$ cat config.mk
export PLATFORM = sky130hd
export DESIGN_NAME = axis_frame_arbiter
export DESIGN_NICKNAME = d
export VERILOG_FILES = /design/src/rtl/axis_pkg.sv /design/src/rtl/rr_arbiter.sv /design/src/rtl/axis_frame_arbiter.sv
export SDC_FILE = /design/constraint.sdc
export NUM_CORES = 1
export LEC_CHECK = 0
export ABC_AREA = 0
export BUFFER_PORTS_ARGS = -buffer_cell sky130_fd_sc_hd__buf_2
export CAP_MARGIN = 20
export CORE_MARGIN = 1
export CORE_UTILIZATION = 49
export CTS_CLUSTER_SIZE = 40
export DETAILED_ROUTE_END_ITERATION = 8
export PLACE_DENSITY = 0.87
export REMOVE_ABC_BUFFERS = 1
export SYNTH_ARGS = -nofsm -noshare
export SYNTH_HDL_FRONTEND = slang
export SYNTH_SLANG_ARGS = --single-unit
export TNS_END_PERCENT = 1
$ cat constraint.sdc
create_clock -name clk -period 3.16 [get_ports clk]
set_clock_uncertainty 0.1 [all_clocks]
set_input_delay 0.474 -clock clk [delete_from_list [all_inputs] [get_ports clk]]
set_output_delay 0.474 -clock clk [all_outputs]
set_load 0.02 [all_outputs]
$ cat src/rtl/axis_pkg.sv
// rtl/axis_pkg.sv - shared FSM state type and tid width helper for the frame arbiter
package axis_pkg;

    typedef enum logic {
        ST_IDLE  = 1'b0,
        ST_GRANT = 1'b1
    } arb_state_t;

    // Width of a port index; never narrower than one bit.
    function automatic int tidw(input int n);
        return (n <= 2) ? 1 : $clog2(n);
    endfunction

endpackage

$ cat src/rtl/rr_arbiter.sv
// rtl/rr_arbiter.sv - combinational round-robin picker starting after last_grant
module rr_arbiter
    import axis_pkg::*;
#(
    parameter  int NPORTS = 4,
    localparam int TIDW   = tidw(NPORTS)
) (
    input  logic [NPORTS-1:0] req,
    input  logic [TIDW-1:0]   last_grant,
    output logic [NPORTS-1:0] grant,
    output logic              valid
);

    logic [TIDW:0] idx;

    // Walk the ports in priority order (last_grant+1 .. last_grant) and keep the first hit.
    always_comb begin
        grant = '0;
        valid = 1'b0;
        idx   = '0;
        for (int i = 1; i <= NPORTS; i++) begin
            idx = {1'b0, last_grant} + (TIDW+1)'(i);
            if (idx >= (TIDW+1)'(NPORTS)) begin
                idx = idx - (TIDW+1)'(NPORTS);
            end
            if (!valid && req[idx[TIDW-1:0]]) begin
                grant[idx[TIDW-1:0]] = 1'b1;
                valid                = 1'b1;
            end
        end
    end

endmodule

$ cat src/rtl/axis_frame_arbiter.sv
// rtl/axis_frame_arbiter.sv - frame-granular round-robin arbiter over fwft streams with orphan discard
module axis_frame_arbiter
    import axis_pkg::*;
#(
    parameter  int N            = 8,
    parameter  int NPORTS       = 4,
    parameter  int IDLE_TIMEOUT = 16,
    localparam int TIDW         = tidw(NPORTS)
) (
    input  logic                clk,
    input  logic                rst,
    input  logic [NPORTS-1:0]   s_axis_tvalid,
    input  logic [NPORTS-1:0]   s_axis_tfirst,
    input  logic [NPORTS*N-1:0] s_axis_tdata,
    output logic [NPORTS-1:0]   s_axis_tnext,
    output logic                m_axis_tvalid,
    output logic                m_axis_tfirst,
    output logic [N-1:0]        m_axis_tdata,
    output logic [TIDW-1:0]     m_axis_tid,
    input  logic                m_axis_tnext,
    output logic [15:0]         orphan_cnt
);

    arb_state_t        state, state_nxt;
    logic [TIDW-1:0]   g, last_grant, sel_idx;
    logic              started;
    logic [15:0]       starve_cnt;
    logic [NPORTS-1:0] eligible, orphans, sel_onehot;
    logic              sel_valid;
    logic              g_valid, g_first, end_cond, starved, timeout_hit, xfer;
    logic [4:0]        orphan_pop;
    logic [16:0]       orphan_sum;

    assign eligible = s_axis_tvalid & s_axis_tfirst;
    assign orphans  = s_axis_tvalid & ~s_axis_tfirst;

    rr_arbiter #(.NPORTS(NPORTS)) u_rr (
        .req        (eligible),
        .last_grant (last_grant),
        .grant      (sel_onehot),
        .valid      (sel_valid)
    );

    always_comb begin
        sel_idx = '0;
        for (int i = 0; i < NPORTS; i++) begin
            if (sel_onehot[i]) begin
                sel_idx = TIDW'(i);
            end
        end
    end

    assign g_valid  = s_axis_tvalid[g];
    assign g_first  = s_axis_tfirst[g];
    // A fresh tfirst after the frame has started is the next frame: stop without consuming it.
    assign end_cond = started & g_valid & g_first;
    assign starved  = ~g_valid;
    assign timeout_hit = (IDLE_TIMEOUT > 0) && starved &&
                         (({16'd0, starve_cnt} + 32'd1) >= 32'(IDLE_TIMEOUT));
    assign xfer     = (state == ST_GRANT) && g_valid && !end_cond && m_axis_tnext;

    always_ff @(posedge clk) begin
        if (rst) begin
            state <= ST_IDLE;
        end else begin
            state <= state_nxt;
        end
    end

    always_comb begin
        state_nxt = state;
        case (state)
            ST_IDLE:  if (sel_valid) state_nxt = ST_GRANT;
            ST_GRANT: if (end_cond || timeout_hit) state_nxt = ST_IDLE;
            default:  state_nxt = ST_IDLE;
        endcase
    end

    always_comb begin
        m_axis_tvalid = 1'b0;
        m_axis_tfirst = 1'b0;
        m_axis_tdata  = '0;
        m_axis_tid    = '0;
        s_axis_tnext  = '0;
        if (!rst) begin
            case (state)
                ST_IDLE: s_axis_tnext = orphans;
                ST_GRANT: begin
                    m_axis_tdata    = s_axis_tdata[int'(g)*N +: N];
                    m_axis_tfirst   = g_first;
                    m_axis_tid      = g;
                    m_axis_tvalid   = g_valid & ~end_cond;
                    s_axis_tnext[g] = m_axis_tnext & g_valid & ~end_cond;
                end
                default: ;
            endcase
        end
    end

    always_ff @(posedge clk) begin
        if (rst) begin
            last_grant <= TIDW'(NPORTS-1);
            g          <= '0;
            started    <= 1'b0;
            starve_cnt <= '0;
        end else if (state == ST_IDLE) begin
            if (sel_valid) g <= sel_idx;
            started    <= 1'b0;
            starve_cnt <= '0;
        end else begin
            if (xfer) begin
                started    <= 1'b1;
                starve_cnt <= '0;
            end else if (starved && starve_cnt != 16'hFFFF) begin
                starve_cnt <= starve_cnt + 16'd1;
            end
            if (end_cond || timeout_hit) begin
                last_grant <= g;
                started    <= 1'b0;
                starve_cnt <= '0;
            end
        end
    end

    always_comb begin
        orphan_pop = '0;
        for (int i = 0; i < NPORTS; i++) begin
            orphan_pop = orphan_pop + 5'(orphans[i]);
        end
        orphan_sum = {1'b0, orphan_cnt} + 17'(orphan_pop);
    end

    always_ff @(posedge clk) begin
        if (rst) begin
            orphan_cnt <= '0;
        end else if (state == ST_IDLE) begin
            orphan_cnt <= orphan_sum[16] ? 16'hFFFF : orphan_sum[15:0];
        end
    end

endmodule
## Word level (Yosys, flattened, before mapping)

Cells that the tools add are included.

- Divide/modulo/power cells: 0
- Muxes and demuxes: 51
- Reductions and logical operators: 22
- Multiply operators: 0
- Bitwise gates (word level): 15
- Magnitude comparators: 15
- Eq/ne operators: 1
- Shift operators: 1
- $add $sub $neg: 14

Operators with widths:

| kind | count |
|---|---|
| variable part select 32 x 6 -> 8 bit | 1 |
| 2-to-1 mux 1 bit | 22 |
| 2-to-1 mux 4 bit | 5 |
| adder 16 x 1 -> 17 bit (second input constant) | 1 |
| adder 16 x 4 -> 17 bit | 1 |
| >= comparator 17 x 5 -> 1 bit (second input constant) | 1 |
| adder 16 x 1 -> 16 bit (second input constant) | 1 |
| 2-to-1 mux 16 bit | 1 |
| 2-to-1 mux 2 bit | 8 |
| 2-to-1 mux 8 bit | 2 |
| != test 16 bit (second input constant) | 1 |
| < comparator 2 x 3 -> 1 bit (second input constant) | 5 |
| logical AND 1 bit | 13 |
| AND 4 bit | 3 |
| binary-select mux 1 bit (select 2 bit) | 6 |
| >= comparator 3 bit (second input constant) | 4 |
| bitwise OR 4 bit | 3 |
| demux 1 bit (select 2 bit) | 5 |
| >= comparator 2 x 1 -> 1 bit (second input constant) | 5 |
| case mux 4 bit (2 select lines) | 1 |
| subtractor 2 x 1 -> 2 bit (second input constant) | 4 |
| adder 2 x 2 -> 3 bit (second input constant) | 2 |
| AND 1 bit | 5 |
| adder 3 x 1 -> 4 bit | 1 |
| other kinds (12) | 18 |

- Memories: 0
- Logic and storage cells: 125
- RAM bits: 0
- Register bits: 38
- Latch bits: 0
- Bits in read-only memories: 0

## Logic depth before layout (Yosys ltp)

Gate-level depths: netlist (run 1).

- Word-level depth: 18
- Gate-level depth with buffers: 12
- Depth with buffers taken out: 12

## By module

A second synthesis (run 1) with hierarchy kept.

- Cells, all modules: 342
- Area total of the unflattened synthesis: 2960.3 um2

Modules (own cells, without submodules):

| module | instances | seq. area each (um2) | area each (um2) | cells an instance |
|---|---|---|---|---|
| axis_frame_arbiter | 1 | 760.7 | 2544.9 | 294 |
| rr_arbiter | 1 | 0.0 | 415.4 | 48 |

## Least setup slack after synthesis (run 1)

No wires, ideal clock.

- Kind: input to register
- Start: input port s_axis_tvalid[2]
- End: register orphan_cnt[15]
- Data arrival time: 2.971 ns
- Path buffers: 0
- Setup slack: 0.003 ns
- Stages on the path: 12
- Setup time: 0.086 ns
- Required time: 2.974 ns
- Cells stage by stage: nor2b_1 -> fa_1 -> inv_1 -> fa_1 -> inv_1 -> fa_1 -> nor2b_1 -> nand2_1 -> nor3_1 -> and4_1 -> nor3_1 -> a211oi_1

- Longest elaborated chain between the ends: 5

Ends and longest elaborated chain:

| what | RTL line | text |
|---|---|---|
| start, declared | axis_frame_arbiter.sv:12 | `input logic [NPORTS-1:0] s_axis_tvalid,` |
| AND 4 bit | axis_frame_arbiter.sv:35 | `assign orphans = s_axis_tvalid & ~s_axis_tfirst;` |
| adder 2 x 1 -> 3 bit | axis_frame_arbiter.sv:128 | `orphan_pop = orphan_pop + 5'(orphans[i]);` |
| adder 3 x 1 -> 4 bit | axis_frame_arbiter.sv:128 |  |
| adder 16 x 4 -> 17 bit | axis_frame_arbiter.sv:130 | `orphan_sum = {1'b0, orphan_cnt} + 17'(orphan_pop);` |
| 2-to-1 mux 16 bit | axis_frame_arbiter.sv:137 | `orphan_cnt <= orphan_sum[16] ? 16'hFFFF : orphan_sum[15:0];` |
| end signal, assigned | axis_frame_arbiter.sv:137 |  |
| end, declared | axis_frame_arbiter.sv:21 | `output logic [15:0] orphan_cnt` |

No other way between the ends.
A chain may end at the register's enable or synchronous reset.

## Worst setup path in the final report (run 1)

Same ends and word-level chain as after synthesis.

==> qor.csv, run 1 <==
metric,value,unit
outcome,finished clean,
Diodes inserted,0,
FF/Latch Area,761,µm²
"non-filler cells, final",480,
final worst path period share,93.5,%
Pwr Density,419,mW/mm²
sequential area share after synthesis,26.2,%
"Power, Total",1460,µW
WHS Path Cells,3,
initial antenna violation count,0,
kind of critical path,in2reg,
via-per-instance ratio,5.77,
number of enable flip-flop cells after synthesis,0,
I/O Pins,75,
PortBufs,74,
endpoints failing setup,0,
"slowest stage delay, CP",0.51,ns
final net count,462,
Worst Path Required,3.28,ns
number of global-route vias before repair,2620,
arrival time worst endpoint,3.08,ns
area grow syn2layout,19.7,%
Startpoint Class,primary input,
CTS resizes,0,
crit-path cells,buf_2 -> nor2b_1 -> fa_1 -> inv_1 -> fa_1 -> inv_1 -> fa_1 -> nor2b_1 -> nand2_1 -> nor3_1 -> and4_1 -> nor3_1 -> a211oi_1,
final worst setup slack,0.206,ns
Hold Buf Count CTS,0,
Max-slew headroom,49.3,%
CTS tree,yes,
Buf/Inv on CP,3,
slew at the pin closest to its max-slew limit,0.753,ns
endpoints failing hold,0,
fill cell count,493,
clock power share,34.6,%
Netlist Area Pre-Place,0.00290,mm²
# DRC,0,
HPWL Detailed,5330,µm
utilization after layout,61.9,%
Cell variety after synth,47,
"most used cell, CP",fa_1,
Pleak,0.00140,µW
clock sink count,38,
crit-path leading delay family,adder cells,
CTS clock-pin slew for the worst setup and hold paths,0.09,ns
highest net fanout along the worst path,3,
global route total overflow,0,
full die area,0.00623,mm²
Chip Width,79.0,µm
Max Slew Vio Count,0,
Comb power frac,28.8,%
switching portion of total power,31.0,%
Reg power frac,36.6,%
core area,0.00561,mm²
Initial Util,51.7,%
Fin Setup TNS,0,ns
Final min period,2.95,ns
fmax,339,MHz
total CTS buffers,5,
top_reg_cell synth,dfxtp_1,
#FFs+latches synth,38,
internal power,1000,µW
antenna-violating nets left,0,
post-CTS setup buffers,0,
routed len/inst,14.5,µm
highest-count cells in the layout ignoring fill and taps,"buf_2 (74), dfxtp_1 (38), nor2_1 (32)",
global-route wire length before repair,11600,µm
clk buf depth,2,
final WL,6960,µm
cell depth of the worst flop-to-flop path,11,
Inst Count DP,472,
Worst path slowest cell,fa_1,
"most common cell after layout, fill and taps aside",buf_2,
Clk Tree Root Cell,clkbuf_8,
drt first-iter violations,173,
worst vdd ir,0.207,mV
worst-skew pair later-pin latency,0.30,ns
layout cells sized above 1,29.9,%
CP Capture Type,flop,
max_cap viols,0,
routability cong.,0.871,
H-tree levels,2,
Crit path depth,13,
cell row count,27,
Net Switching,451,µW
Setup Slack @ Placement,-0.119,ns
YS warnings,0,
DR vias,2771,
Multi-input gate area,0.00198,mm²
Synth Instances,337,
GRT Resource Usage Total,22.8,%
Synth Area per Inst,8.61,µm²
Hold WC Path Type,in2reg,
Detailed Routing Iterations Pass 1,4,
RSZ-0062 raised after global routing,no,
"FFs w/ async S/R, synth",0,%
largest net degree at the start of global routing,30,
chip height,79.0,µm
-- synthesized netlist by cell type, drive strengths merged (3+ instances only) --
cell type / instances / area [µm²]
mux4: 13 / 293
ha: 9 / 113
and4: 5 / 43.8
a31oi: 12 / 96.3
and2: 4 / 25.0
a211oi: 3 / 22.5
xnor2: 10 / 87.6
o21ai: 3 / 15.0
nor4: 5 / 37.5
a21oi: 12 / 60.1
nand2b: 6 / 37.5
nor2b: 15 / 93.8
nor3: 32 / 210
a41oi: 3 / 26.3
xor2: 16 / 140
nor2: 32 / 120
dfxtp: 38 / 761
clkbuf: 12 / 46.3
fa: 3 / 60.1
inv: 15 / 56.3
nand3: 12 / 60.1
nand4: 15 / 100
nand2: 23 / 86.3
buf: 9 / 56.3
mux2i: 6 / 60.1
and3: 8 / 50.1
-- power groups by stage --
stage	sequential (µW)	clock, µW	combinational, µW
2_1_floorplan	557	0	269
3_3_place_gp	542	0	410
3_5_place_dp	543	0	418
4_1_cts	532	506	421
5_1_grt	537	531	462
6_report	532	504	419
-- sequential cells by signal (all words and copies together) (netlist names) --
register,count
g,2
last_grant,2
orphan_cnt,16
started,1
starve_cnt,16
state,1
-- cell families (layout without fill, tap and decap cells) --
family / Yosys count / after routing / share of synthesized area, %
AOI/OAI and AO/OA: 46 / 46 / 11.3
xor gates and xnor gates: 26 / 26 / 7.85
adders and majority gates: 12 / 12 / 5.95
buffers and inverters: 36 / 107 / 5.48
DFF: 38 / 38 / 26.2
muxes: 19 / 19 / 12.2
and+or+nand+nor: 160 / 160 / 31.1
-- worst reg2reg max path: stages, from the launching register on --
cell and delay [ns]:
dfxtp_1 0.36, fa_1 0.55, inv_1 0.05, fa_1 0.42, inv_1 0.09, fa_1 0.18
nor2b_1 0.18, nand2_1 0.09, nor3_1 0.30, and4_1 0.29, nor3_1 0.06, a211oi_1 0.20
-- metal layers --
| layer | GRT usage (%) | part of all wire [%] | routed length (µm) |
|---|---|---|---|
| met5 | 0 | 0 | 0 |
| met4 | 6.55 | 1.1 | 80 |
| met3 | 3.79 | 5.1 | 352 |
| met2 | 42.0 | 51 | 3530 |
| met1 | 26.9 | 43 | 3000 |
-- area by class of cell --
| type | count | area share (%) |
|---|---|---|
| multi-input combinational | 263 | 57.1 |
| tap | 72 | 2.59 |
| clock inverter | 3 | 1.98 |
| clock buffer | 5 | 1.98 |
| timing repair buffer | 84 | 12.8 |
| inverter | 15 | 1.62 |
| sequential | 38 | 21.9 |
-- stage by stage --
step,area (µm²),hold slack (ns)
global route,3470,0.457
detailed placement,3330,0.410
CTS,3470,0.433
global placement,3330,0.406
finish,3470,0.430
floorplan,2800,0.393
-- worst paths after layout --
check	startpoint	endpoint	slack [ns]
max	s_axis_tvalid[2]	orphan_cnt[15]	0.21
min	m_axis_tnext	started	0.43
min reg2reg	orphan_cnt[12]	orphan_cnt[12]	0.43
max reg2reg	orphan_cnt[0]	orphan_cnt[15]	0.24
Note: power is estimated with default switching activity, not from simulation.
==> run 2: changes to the inputs <==
==> constraint.sdc (replaced) <==
create_clock -name clk -period 3.16 [get_ports clk]
set_clock_uncertainty 0.1 [all_clocks]
set_input_delay 0.632 -clock clk [delete_from_list [all_inputs] [get_ports clk]]
set_output_delay 0.632 -clock clk [all_outputs]
set_load 0.02 [all_outputs]
==> run 2 against run 1 <==
Via count is 2.5% higher. Worst hold slack better by 0.015 ns. Critical path depth stayed put. Non-clock buffer count is 9 higher. Setup slack worse by 0.052 ns. Die area stayed put. Sequential cell count stayed put.
==> qor.csv, run 2 (same netlist as run 1, synthesis figures left out) <==
metric,value,unit,change
outcome,finished clean,,
CTS clock-pin slew for the worst setup and hold paths,0.08,ns,about the same
Setup Slack @ Placement,-0.256,ns,-0.138 ns
Max-slew headroom,51.8,%,+2.5 points
Clk Tree Root Cell,clkbuf_8,,
Diodes inserted,0,,unchanged
highest-count cells in the layout ignoring fill and taps,"buf_2 (74), dfxtp_1 (38), nor2_1 (32)",,
arrival time worst endpoint,3.13,ns,+0.05 ns
Pwr Density,411,mW/mm²,-2.1%
worst-skew pair later-pin latency,0.30,ns,about the same
biggest regs,"orphan_cnt: 16 flops, starve_cnt: 16 flops",,
met1 Use GR,28.0,%,+1.0 points
Detailed Routing Iterations Pass 1,5,,+1
routed len/inst,14.9,µm,+2.6%
Max Slew Vio Count,0,,unchanged
post-CTS setup buffers,0,,unchanged
full die area,0.00623,mm²,unchanged
antenna-violating nets left,0,,unchanged
Chip Width,79.0,µm,unchanged
final WL,7280,µm,+4.6%
Most Crowded Layer GR,met2,,
Final min period,3.01,ns,+0.0525 ns
utilization after layout,63.5,%,+1.5 points
largest net degree at the start of global routing,28,,-6.7%
met3 usage,6.09,%,+2.3 points
routability cong.,0.878,,+0.83%
worst vdd ir,0.220,mV,+6.1%
global-route wire length before repair,12100,µm,+4.3%
Startpoint Class,primary input,,
chip height,79.0,µm,unchanged
GRT Resource Usage Total,24.1,%,+1.4 points
area grow syn2layout,22.6,%,
highest net fanout along the worst path,3,,unchanged
Multi-input gate area,0.00200,mm²,+0.95%
endpoints failing hold,0,,unchanged
final worst setup slack,0.154,ns,-0.0525 ns
"most common cell after layout, fill and taps aside",buf_2,,
Worst Path Required,3.28,ns,about the same
fmax,333,MHz,-1.7%
number of global-route vias before repair,2782,,+6.2%
I/O Pins,75,,unchanged
DR vias,2840,,+2.5%
final worst path period share,95.1,%,+1.7 points
# DRC,0,,unchanged
total CTS buffers,5,,unchanged
endpoints failing setup,0,,unchanged
cell row count,27,,unchanged
"non-filler cells, final",489,,+1.9%
clock sink count,38,,unchanged
initial antenna violation count,0,,unchanged
HPWL Detailed,5450,µm,+2.3%
slew at the pin closest to its max-slew limit,0.723,ns,-0.0298 ns
global route total overflow,0,,unchanged
drt first-iter violations,154,,-11%
met2 GRT Util,43.0,%,+0.96 points
layout cells sized above 1,32.4,%,+2.5 points
max_cap viols,0,,unchanged
via-per-instance ratio,5.81,,+0.60%
Pleak,0.00146,µW,+4.5%
clk buf depth,2,,unchanged
core area,0.00561,mm²,unchanged
Hold WC Path Type,reg2reg,,
fill cell count,470,,-4.7%
final net count,471,,+1.9%
RSZ-0062 raised after global routing,no,,
Initial Util,51.7,%,unchanged
CTS tree,yes,,
PortBufs,74,,unchanged
CP Capture Type,flop,,
Inst Count DP,481,,+1.9%
H-tree levels,2,,unchanged
kind of critical path,in2reg,,
FF/Latch Area,761,µm²,unchanged
-- run 2: timing repair --
| item | 4_1_cts | 5_1_grt |
|---|---|---|
| setup endpoints to repair | 0 | 15 |
| hold buffers | 0 | 0 |
| endpoints found under the hold margin | 0 | 0 |
| gates resized for setup | 0 | 6 |
-- run 2: worst paths after layout --
kind | to | start | cells after the start | slack, ns
hold / removal | orphan_cnt[15] | orphan_cnt[15] | 2 | 0.45
setup reg to reg | orphan_cnt[15] | orphan_cnt[0] | 11 | 0.33
setup / recovery | orphan_cnt[15] | s_axis_tvalid[2] | 13 | 0.15
hold reg to reg | orphan_cnt[15] | orphan_cnt[15] | 2 | 0.45
-- run 2: metal layers --
metal	vias up	routed length [µm]
li1	1379	-
met1	1363	3020
met2	84	3770
met3	14	367
met4	0	125
met5	-	0
-- run 2: through the flow --
| stage | TNS (ns) | area, µm² | hold slack [ns] | total power [µW] |
|---|---|---|---|---|
| after detailed placement | -2.54 | 3400 | 0.421 | 970 |
| after global routing | 0 | 3560 | 0.468 | 1540 |
| after CTS | 0 | 3540 | 0.439 | 1460 |
| after floorplan | -0.645 | 2800 | 0.393 | 826 |
| after global placement | -1.70 | 3400 | 0.409 | 960 |
| final | 0 | 3560 | 0.445 | 1460 |
-- run 2: power breakdown --
group / switching, µW / internal [µW] / total [µW]
combinational: 239 / 198 / 437
sequential: 28.9 / 497 / 526
clock: 181 / 316 / 497
total: 449 / 1010 / 1460
-- run 2: critical path, stage by stage --
cell and delay, ns:
buf_2 0.10, nor2b_1 0.15, fa_1 0.50, inv_1 0.05
fa_1 0.42, inv_1 0.10, fa_1 0.18, nor2b_2 0.15
nand2_1 0.11, nor3_4 0.20, and4_4 0.27, nor3_1 0.05
a211oi_1 0.20
-- run 2: layout make-up --
| type | count | share of cell area [%] |
|---|---|---|
| clock buffer | 5 | 1.93 |
| clock inverter | 3 | 1.93 |
| inverter | 15 | 1.58 |
| multi-input combinational | 263 | 56.2 |
| sequential | 38 | 21.4 |
| tap | 72 | 2.53 |
| timing repair buffer | 93 | 14.4 |
==> run 3: changes to the inputs <==
--- a/config.mk
+++ b/config.mk
@@ -9,10 +9,10 @@
 export BUFFER_PORTS_ARGS = -buffer_cell sky130_fd_sc_hd__buf_2
 export CAP_MARGIN = 20
 export CORE_MARGIN = 1
-export CORE_UTILIZATION = 49
+export CORE_UTILIZATION = 50
 export CTS_CLUSTER_SIZE = 40
 export DETAILED_ROUTE_END_ITERATION = 8
-export PLACE_DENSITY = 0.87
+export PLACE_DENSITY = 0.85
 export REMOVE_ABC_BUFFERS = 1
 export SYNTH_ARGS = -nofsm -noshare
 export SYNTH_HDL_FRONTEND = slang
==> constraint.sdc (replaced) <==
create_clock -name clk -period 3.5 [get_ports clk]
set_clock_uncertainty 0.1 [all_clocks]
set_input_delay 0.7 -clock clk [delete_from_list [all_inputs] [get_ports clk]]
set_output_delay 0.7 -clock clk [all_outputs]
set_load 0.02 [all_outputs]
==> run 3 against run 2 <==
Core utilization shrank 1.2 points. Sequential power fell by 8.9%. Cell area fell by 3.1%. Final cell count shrank 2.5%. Worst hold slack worse by 0.017 ns. Total power fell by 11%. Critical path depth is 6 lower. Clock-buffer cell count unchanged. Via count down 3.8%. Sequential cell count unchanged. Setup slack gained 0.16 ns. Sequential share of layout area up 0.67 points. Largest cell class unchanged.
==> qor.csv, run 3 (same netlist as run 1, synthesis figures left out) <==
metric,value,unit,change
outcome,finished clean,,
max_cap viols,0,,unchanged
full die area,0.00611,mm²,-2.0%
clock power share,34.2,%,+0.2 points
Clk Tree Root Cell,clkbuf_8,,
final net count,459,,-2.5%
cell row count,27,,unchanged
"slowest stage delay, CP",0.51,ns,about the same
Fin Setup TNS,0,ns,unchanged
routed len/inst,14.8,µm,-0.79%
clk buf depth,2,,unchanged
Max Slew Vio Count,0,,unchanged
Inst Count DP,469,,-2.5%
worst vdd ir,0.169,mV,-23%
endpoints failing setup,0,,unchanged
area grow syn2layout,18.9,%,
Final min period,3.19,ns,
highest net fanout along the worst path,4,,+1
Pwr Density,378,mW/mm²,-7.8%
CTS tree,yes,,
number of global-route vias before repair,2666,,-4.2%
switching portion of total power,30.7,%,-0.087 points
endpoints failing hold,0,,unchanged
core area,0.00554,mm²,-1.2%
drt first-iter violations,195,,+27%
global-route wire length before repair,11900,µm,-1.1%
CTS resizes,0,,unchanged
kind of critical path,in2out,,
crit-path cells,buf_2 -> mux4_2 -> a21boi_0 -> and3_1 -> a31oi_1 -> nor2_1 -> buf_2,,
highest-count cells in the layout ignoring fill and taps,"buf_2 (74), dfxtp_1 (38), nor2_1 (32)",,
initial antenna violation count,0,,unchanged
CTS clock-pin slew for the worst setup and hold paths,0.07,ns,about the same
biggest regs,"orphan_cnt: 16 flops, starve_cnt: 16 flops",,
final hold slack,0.428,ns,-0.0173 ns
final worst path period share,91.1,%,
Initial Util,52.4,%,+0.63 points
Buf/Inv on CP,2,,-1
Detailed Routing Iterations Pass 1,4,,-1
crit-path leading delay family,multiplexers,,
largest net degree at the start of global routing,28,,unchanged
Startpoint Class,primary input,,
DR vias,2733,,-3.8%
RSZ-0062 raised after global routing,no,,
PortBufs,74,,unchanged
antenna-violating nets left,0,,unchanged
via-per-instance ratio,5.73,,-1.3%
Max-slew headroom,39.1,%,-13 points
global route total overflow,0,,unchanged
fmax,314,MHz,
routability cong.,0.872,,-0.74%
Diodes inserted,0,,unchanged
HPWL Detailed,5420,µm,-0.63%
worst-skew pair later-pin latency,0.29,ns,about the same
Reg power frac,36.7,%,+0.7 points
GRT Resource Usage Total,24.1,%,-0.072 points
I/O Pins,75,,unchanged
Hold WC Path Type,reg2reg,,
internal power,905,µW,-11%
Net Switching,400,µW,-11%
"most used cell, CP",buf_2,,
layout cells sized above 1,29.4,%,-3.0 points
arrival time worst endpoint,2.39,ns,-0.74 ns
# DRC,0,,unchanged
"non-filler cells, final",477,,-2.5%
Pleak,0.00138,µW,-5.3%
CP Capture Type,output port,,
"most common cell after layout, fill and taps aside",buf_2,,
Comb power frac,29.0,%,-0.9 points
post-CTS setup buffers,0,,unchanged
slew at the pin closest to its max-slew limit,0.913,ns,+0.190 ns
Worst Path Required,2.70,ns,-0.58 ns
chip height,78.2,µm,-0.98%
Worst path slowest cell,mux4_2,,
clock sink count,38,,unchanged
final WL,7040,µm,-3.2%
Chip Width,78.2,µm,-0.98%
Hold Buf Count CTS,0,,unchanged
H-tree levels,2,,unchanged
total CTS buffers,5,,unchanged
-- run 3: power by group through the flow --
stage          clock [µW]  sequential (µW)  combinational, µW
2_1_floorplan           0              503                243
3_3_place_gp            0              488                371
3_5_place_dp            0              490                380
4_1_cts               453              480                381
5_1_grt               472              485                418
6_report              447              479                379
-- run 3: worst register-to-register path: stages, from the launching register on --
cell and delay, ns:
dfxtp_1 0.35, fa_1 0.54, inv_1 0.05, fa_1 0.42
inv_1 0.09, fa_1 0.17, nor2b_1 0.17, nand2_1 0.09
nor3_1 0.29, and4_1 0.28, nor3_1 0.06, a211oi_1 0.20
-- run 3: stage by stage --
stage               power, µW  worst slack, ns  util, %  instance area [µm²]
finish                   1310            0.312     62.3                 3450
global route             1370           0.0871     62.3                 3450
CTS                      1310            0.306     62.3                 3450
detailed placement        870           0.0121     59.8                 3310
global placement          859           0.0643     59.8                 3310
floorplan                 746            0.117        -                 2800
-- run 3: path summary, 6_finish.rpt --
| path | from | to | slack (ns) | cells after the start |
|---|---|---|---|---|
| worst max-delay path | s_axis_tfirst[3] | s_axis_tnext[0] | 0.31 | 7 |
| worst min-delay path | orphan_cnt[0] | orphan_cnt[0] | 0.43 | 2 |
| worst min register to register | orphan_cnt[0] | orphan_cnt[0] | 0.43 | 2 |
| worst max register to register | orphan_cnt[0] | orphan_cnt[15] | 0.61 | 11 |
-- run 3: layer usage --
layer / share of wire, % / routed length, µm / global-route usage [%]
met1: 44 / 3070 / 29.9
met2: 50 / 3530 / 42.9
met3: 5.7 / 400 / 4.77
met4: 0.62 / 44 / 5.00
met5: 0 / 0 / 0
-- run 3: cell type report --
cell class              instances  area (µm²)
repair buffers                 81         423
clock inverters                 3        68.8
flip-flops and latches         38         761
fillers                       495        2090
clock buffers                   5        68.8
inverters                      15        56.3
well taps                      72        90.1
multi-input cells             263        1980
